$ cat config.mk
export PLATFORM = sky130hd
export DESIGN_NAME = dbus_arbiter
export DESIGN_NICKNAME = d
export VERILOG_FILES = /design/src/rtl/dbus_arbiter.sv
export SDC_FILE = /design/constraint.sdc
export NUM_CORES = 1
export LEC_CHECK = 0
export CAP_MARGIN = 40
export CORE_AREA = 4 4 109 111
export DETAILED_ROUTE_END_ITERATION = 8
export DIE_AREA = 0 0 113 115
export PLACE_DENSITY = 0.7
export SLEW_MARGIN = 20
export SYNTH_ARGS = -nofsm -noshare
export SYNTH_HDL_FRONTEND = slang
export SYNTH_SLANG_ARGS = --single-unit
$ cat constraint.sdc
create_clock -name clk -period 4.4 [get_ports clk]
set_input_delay 0.66 -clock clk [delete_from_list [all_inputs] [get_ports clk]]
set_output_delay 0.66 -clock clk [all_outputs]
set_load 0.02 [all_outputs]
$ cat src/rtl/dbus_arbiter.sv
// dbus_arbiter: two-master arbiter serialising core-0 data (master 0) and
// debug system-bus access (master 1) onto the single D-bus interconnect path.
// One outstanding access at a time. Locked sequences keep ownership for AMO
// read-modify-write. Hung slave accesses end with a bus-error timeout.
// Optional build macro: DBUS_ARB_RR_EN selects round-robin tie-break.
// When it is undefined, fixed priority is used and master 1 wins ties.
module dbus_arbiter #(
   parameter int unsigned TIMEOUT = 255
) (
   input  logic        clk,
   input  logic        rst_n,
   input  logic [1:0]  m_req,
   input  logic [1:0]  m_lock,
   input  logic [1:0]  m_we,
   input  logic [63:0] m_addr,
   input  logic [63:0] m_wdata,
   input  logic [7:0]  m_wstrb,
   output logic [31:0] m_rdata,
   output logic [1:0]  m_ack,
   output logic [1:0]  m_err,
   output logic [1:0]  grant,
   output logic        s_req,
   output logic        s_we,
   output logic [31:0] s_addr,
   output logic [31:0] s_wdata,
   output logic [3:0]  s_wstrb,
   input  logic [31:0] s_rdata,
   input  logic        s_ack,
   input  logic        s_err
);

   typedef enum logic [1:0] {
      ST_IDLE   = 2'd0,
      ST_BUSY   = 2'd1,
      ST_LOCKED = 2'd2
   } state_t;

   localparam logic [15:0] TIMEOUT_CNT = 16'(TIMEOUT);

   state_t      state_q, state_d;
   logic        owner_q, owner_d;
   logic        owner_vld_q, owner_vld_d;
   logic [15:0] tmo_cnt_q, tmo_cnt_d;
   logic        winner;
   logic        tmo_hit;

`ifdef DBUS_ARB_RR_EN
   logic        rr_ptr_q, rr_ptr_d;
`endif

   // A slave ack in the same cycle as the limit takes precedence over the timeout.
   assign tmo_hit = (state_q == ST_BUSY) && !s_ack && (tmo_cnt_q == TIMEOUT_CNT);

   // Pick the winner among the current requesters. A lone requester always wins.
   always_comb begin
      winner = m_req[1];
      if (m_req == 2'b11) begin
`ifdef DBUS_ARB_RR_EN
         winner = ~rr_ptr_q;
`else
         winner = 1'b1;
`endif
      end
   end

   // State, owner, timeout counter and round-robin pointer registers.
   // NOTE: sequential state uses non-blocking assignments so every register
   // samples the values from before the edge, whatever the statement order.
   always_ff @(posedge clk or negedge rst_n) begin
      if (!rst_n) begin
         state_q     <= ST_IDLE;
         owner_q     <= 1'b0;
         owner_vld_q <= 1'b0;
         tmo_cnt_q   <= 16'd0;
`ifdef DBUS_ARB_RR_EN
         rr_ptr_q    <= 1'b1;
`endif
      end else begin
         state_q     <= state_d;
         owner_q     <= owner_d;
         owner_vld_q <= owner_vld_d;
         tmo_cnt_q   <= tmo_cnt_d;
`ifdef DBUS_ARB_RR_EN
         rr_ptr_q    <= rr_ptr_d;
`endif
      end
   end

   // Next-state logic: arbitration in IDLE, completion or timeout in BUSY, and
   // lock hold or release in LOCKED.
   // NOTE: every signal assigned here gets a default first, so no path can
   // leave a value unassigned and infer a latch.
   always_comb begin
      state_d     = state_q;
      owner_d     = owner_q;
      owner_vld_d = owner_vld_q;
      tmo_cnt_d   = tmo_cnt_q;
`ifdef DBUS_ARB_RR_EN
      rr_ptr_d    = rr_ptr_q;
`endif
      unique case (state_q)
         ST_IDLE: begin
            if (|m_req) begin
               state_d     = ST_BUSY;
               owner_d     = winner;
               owner_vld_d = 1'b1;
               tmo_cnt_d   = 16'd0;
`ifdef DBUS_ARB_RR_EN
               rr_ptr_d    = winner;
`endif
            end
         end
         ST_BUSY: begin
            if (s_ack) begin
               if (m_lock[owner_q]) begin
                  state_d = ST_LOCKED;
               end else begin
                  state_d     = ST_IDLE;
                  owner_vld_d = 1'b0;
               end
            end else if (tmo_hit) begin
               state_d     = ST_IDLE;
               owner_vld_d = 1'b0;
            end else begin
               tmo_cnt_d = tmo_cnt_q + 16'd1;
            end
         end
         ST_LOCKED: begin
            if (m_req[owner_q]) begin
               state_d   = ST_BUSY;
               tmo_cnt_d = 16'd0;
            end else if (!m_lock[owner_q]) begin
               state_d     = ST_IDLE;
               owner_vld_d = 1'b0;
            end
         end
         default: begin
            state_d     = ST_IDLE;
            owner_vld_d = 1'b0;
         end
      endcase
   end

   // Output decode: slave-side mux while BUSY, completion routed to the owner only.
   always_comb begin
      s_req   = 1'b0;
      s_we    = 1'b0;
      s_addr  = 32'd0;
      s_wdata = 32'd0;
      s_wstrb = 4'd0;
      m_ack   = 2'b00;
      m_err   = 2'b00;
      m_rdata = 32'd0;
      grant   = 2'b00;
      if (owner_vld_q) begin
         grant[owner_q] = 1'b1;
      end
      if (state_q == ST_BUSY) begin
         s_req   = 1'b1;
         s_we    = m_we[owner_q];
         s_addr  = owner_q ? m_addr[63:32]  : m_addr[31:0];
         s_wdata = owner_q ? m_wdata[63:32] : m_wdata[31:0];
         s_wstrb = owner_q ? m_wstrb[7:4]   : m_wstrb[3:0];
         if (s_ack) begin
            m_ack[owner_q] = 1'b1;
            m_err[owner_q] = s_err;
            m_rdata        = s_rdata;
         end else if (tmo_hit) begin
            m_ack[owner_q] = 1'b1;
            m_err[owner_q] = 1'b1;
         end
      end
   end

endmodule
==> parameters.txt <==
Parameter                              Value

STA
  Hold_ws    0.528 ns
  Worst-case clock skew    0.00897 ns
  Accumulated negative setup slack    0 ns
  Setup repair after global routing missed its margin    no
  Transition at the pin with the smallest max-transition slack    0.785 ns
  Normalized max-slew margin    0.477
  Final Cycle Share    0.835
  Setup-failing EPs final    0
  Maximum clock frequency    272 MHz
  Final Slew Violations    0
  Final number of hold-violating endpoints    0
  Post-route minimum period    3.67 ns

Worst setup path
  Reg-to-reg startpoint    tmo_cnt_q[12]
  Family with the most delay on the worst path    simple AND/OR/NAND/NOR gates
  Stage delay of the slowest cell on the critical path    0.68 ns
  Number of cell instances on the worst register-to-register path    5
  Critical path class    reg -> out
  Startpoint type of the worst setup path    flip-flop
  Sequence of cells on the critical path    or4_1, or4_4, and2_1, nor3_1, clkdlybuf4s50_1
  Critical-path top delay cell    clkdlybuf4s50_1
  Number of cells on the critical path    5
  Buffering stage count on the worst path with inverters included    1
  Critical path capture point type    output pin
  Highest fanout seen on the critical path    21
  Capturing point of the worst reg2reg path    tmo_cnt_q[11]
  Worst setup path end    m_ack[0]
  Worst R2R Setup Slack    1.89 ns
  Required time worst endpoint    3.74 ns
  Origin of the worst setup path    tmo_cnt_q[12]
  Critical Path AT    3.01 ns

Layout
  Fill cell count    985
  N_diodes    0
  Area delta synth->final    121%
  Most common library cell in the layout ignoring fill and taps    clkdlybuf4s50_1
  Fraction of layout instances using a drive strength above 1    0.0363
  Nets@finish    786
  Final instance count without filler cells    746
  Share of the core filled with cells    0.517
  Commonest non-fill, non-tap cells in the layout    clkdlybuf4s50_1, nor2_1, mux2i_1, and3_1, dfrtp_1

Placement
  HPWL after DPL    11.1 mm
  Number of placed cells counting well taps    742
  I/O Buffers    285
  GPL Wtd Cong    0.864

Synth
  Dominant combinational cell family by area after synthesis    simple AND/OR/NAND/NOR gates
  Average cell area after synthesis    7.42 um^2
  Asr flop ratio synth    1.00
  Number of standard cells after synthesis    340
  Number of enable-type register cells in the synthesized netlist    0
  Yosys warns    0
  Post-synthesis compound-gate area fraction    0.127
  Post-synthesis mux area share    0.282
  Number of distinct standard cells referenced by the synthesized netlist    42
  Post-synthesis sequential area ratio    0.198
  Net count after synthesis    519
  Mapped Area    2520 um^2
  Prevailing post-synth register cell    dfrtp_1
  Register bit total from synthesis    20
  Adder-Cell Fraction of Synth Area    0.00496
  Area fraction in and, or, nand and nor cells after synthesis    0.324
  Post-synthesis share of cell area spent on xor and xnor gates    0

CTS
  Clock input transition at the sequential cells of the worst setup and hold paths    0.08 ns
  Inserted Clock Buffers    3
  Level count of the clock H-tree    1
  Number of buffers on the longest clock path    2
  CTS tree    yes
  Post-CTS setup buffer count    0
  Clock Latency Late Sink    0.26 ns
  Hold Buf Count CTS    0
  Cts repair resizes    0
  Clock root buffer master    clkbuf_8
  Sinks on Clock Net    20

Floorplan
  Placement row count    38
  Starting utilization of the core area    0.234
  Placeable core region    10800 um^2
  Ports placed on the boundary    286
  Chip Height    115 um
  Horizontal extent of the die    113 um
  Full die area    13000 um^2

Power and ir drop
  Comb pwr share    0.837
  PwrDens    506 nW/um^2
  Part of the total power dissipated in the clock network    0.051
  LEAKAGE    0.00245 uW
  Switching pwr    1390 uW
  Internal power contribution    1430 uW
  Power share of the sequential group    0.112
  Switch share    0.494
  Worst voltage drop across the vdd grid    0.326 mV

Status
  Run status    completed

GRT
  Antenna violations before repair    0
  Global-route layer with the greatest usage    met2
  Largest net degree at the start of global routing    79
  Met3 track demand over resource in global routing    0.0563
  Met2 usage    0.346
  Overflow left after global routing    0
  Via count of the first global-routing pass    3518
  Met1 Usage GRT    0.205
  First-pass GRT wire length    19.5 mm
  Global Route Usage Sum    0.186

Hold path
  Hold crit path type    reg -> reg
  Worst hold path cell count    1

Detailed routing
  Routed length per placed instance    18.0 um
  Number of iterations in the first detailed-routing pass    7
  Number of vias after detailed routing    3645
  Detail Route Antenna Nets    0
  Detailed-route vias per instance    4.89
  Initial detailed-routing violation count    247
  Final WL    13.4 mm
  Remaining DRCs    0

Run
  Max-cap violations    0
## layout make-up
cell class                      instances  area, um^2  share of cell area
Timing Repair Buffer                  292        2950               0.528
Multi-Input combinational cell        282        1870               0.335
Sequential cell                        20         504              0.0904
Tap cell                              140         175              0.0314
Clock buffer                            4        55.1             0.00987
Inverter                                8        30.0             0.00539
## logic make-up after synthesis
| kind of cell | count (synthesis) |
|---|---|
| mux | 71 |
| flops | 20 |
| buf+inv | 38 |
| compound gates | 44 |
| fa+ha+maj | 1 |
| simple gates | 166 |
## per-stage QoR
step / setup slack, ns / instance area, um^2 / total power (uW)
detailed placement: 1.05 / 5520 / 2690
global placement: 1.11 / 5450 / 2610
finish: 0.725 / 5580 / 2820
CTS: 0.753 / 5580 / 2840
global route: 0.605 / 5580 / 2980
floorplan: 1.48 / 2520 / 1560
## worst min-delay path by stage
stage,from,end,slack [ns]
after floorplan,rst_n,owner_q,0.36
after CTS,tmo_cnt_q[6],tmo_cnt_q[6],0.53
after detailed placement,tmo_cnt_q[6],tmo_cnt_q[6],0.52
final,tmo_cnt_q[6],tmo_cnt_q[6],0.53
after global routing,tmo_cnt_q[6],tmo_cnt_q[6],0.58
after global placement,tmo_cnt_q[6],tmo_cnt_q[6],0.51
## power by group through the flow
stage	Combinational, uW	Clock, uW	Sequential, uW
2_1_floorplan	1320	0	244
3_3_place_gp	2230	0	380
3_5_place_dp	2380	0	317
4_1_cts	2390	147	312
5_1_grt	2500	156	322
6_report	2360	145	315
## cells in the mapped netlist, drive strengths merged, types with 2 or more instances
cell type | number | area (um^2)
nor2 | 82 | 308
mux2i | 70 | 701
and3 | 38 | 238
dfrtp | 20 | 500
clkbuf | 17 | 63.8
buf | 13 | 65.1
a21oi | 9 | 45.0
nor3 | 9 | 45.0
inv | 8 | 30.0
nand2 | 8 | 30.0
nand4 | 8 | 50.1
a31oi | 7 | 43.8
nand3 | 6 | 30.0
o211ai | 5 | 51.3
o21a | 5 | 37.5
o21ai | 5 | 25.0
or4 | 4 | 33.8
a221o | 3 | 30.0
a22o | 2 | 17.5
a31o | 2 | 17.5
and2 | 2 | 15.0
and4 | 2 | 17.5
nand2b | 2 | 12.5
## registers in the layout (all words and copies together) (netlist names)
register and count:
owner_q 1, owner_vld_q 1, state_q 2, tmo_cnt_q 16
## layer usage
| layer | vias to the layer above | part of all wire |
|---|---|---|
| li1 | 1762 | - |
| met1 | 1620 | 0.35 |
| met2 | 245 | 0.52 |
| met3 | 18 | 0.11 |
| met4 | 0 | 0.022 |
| met5 | - | 0 |
Power figures use the tool's default switching activity.
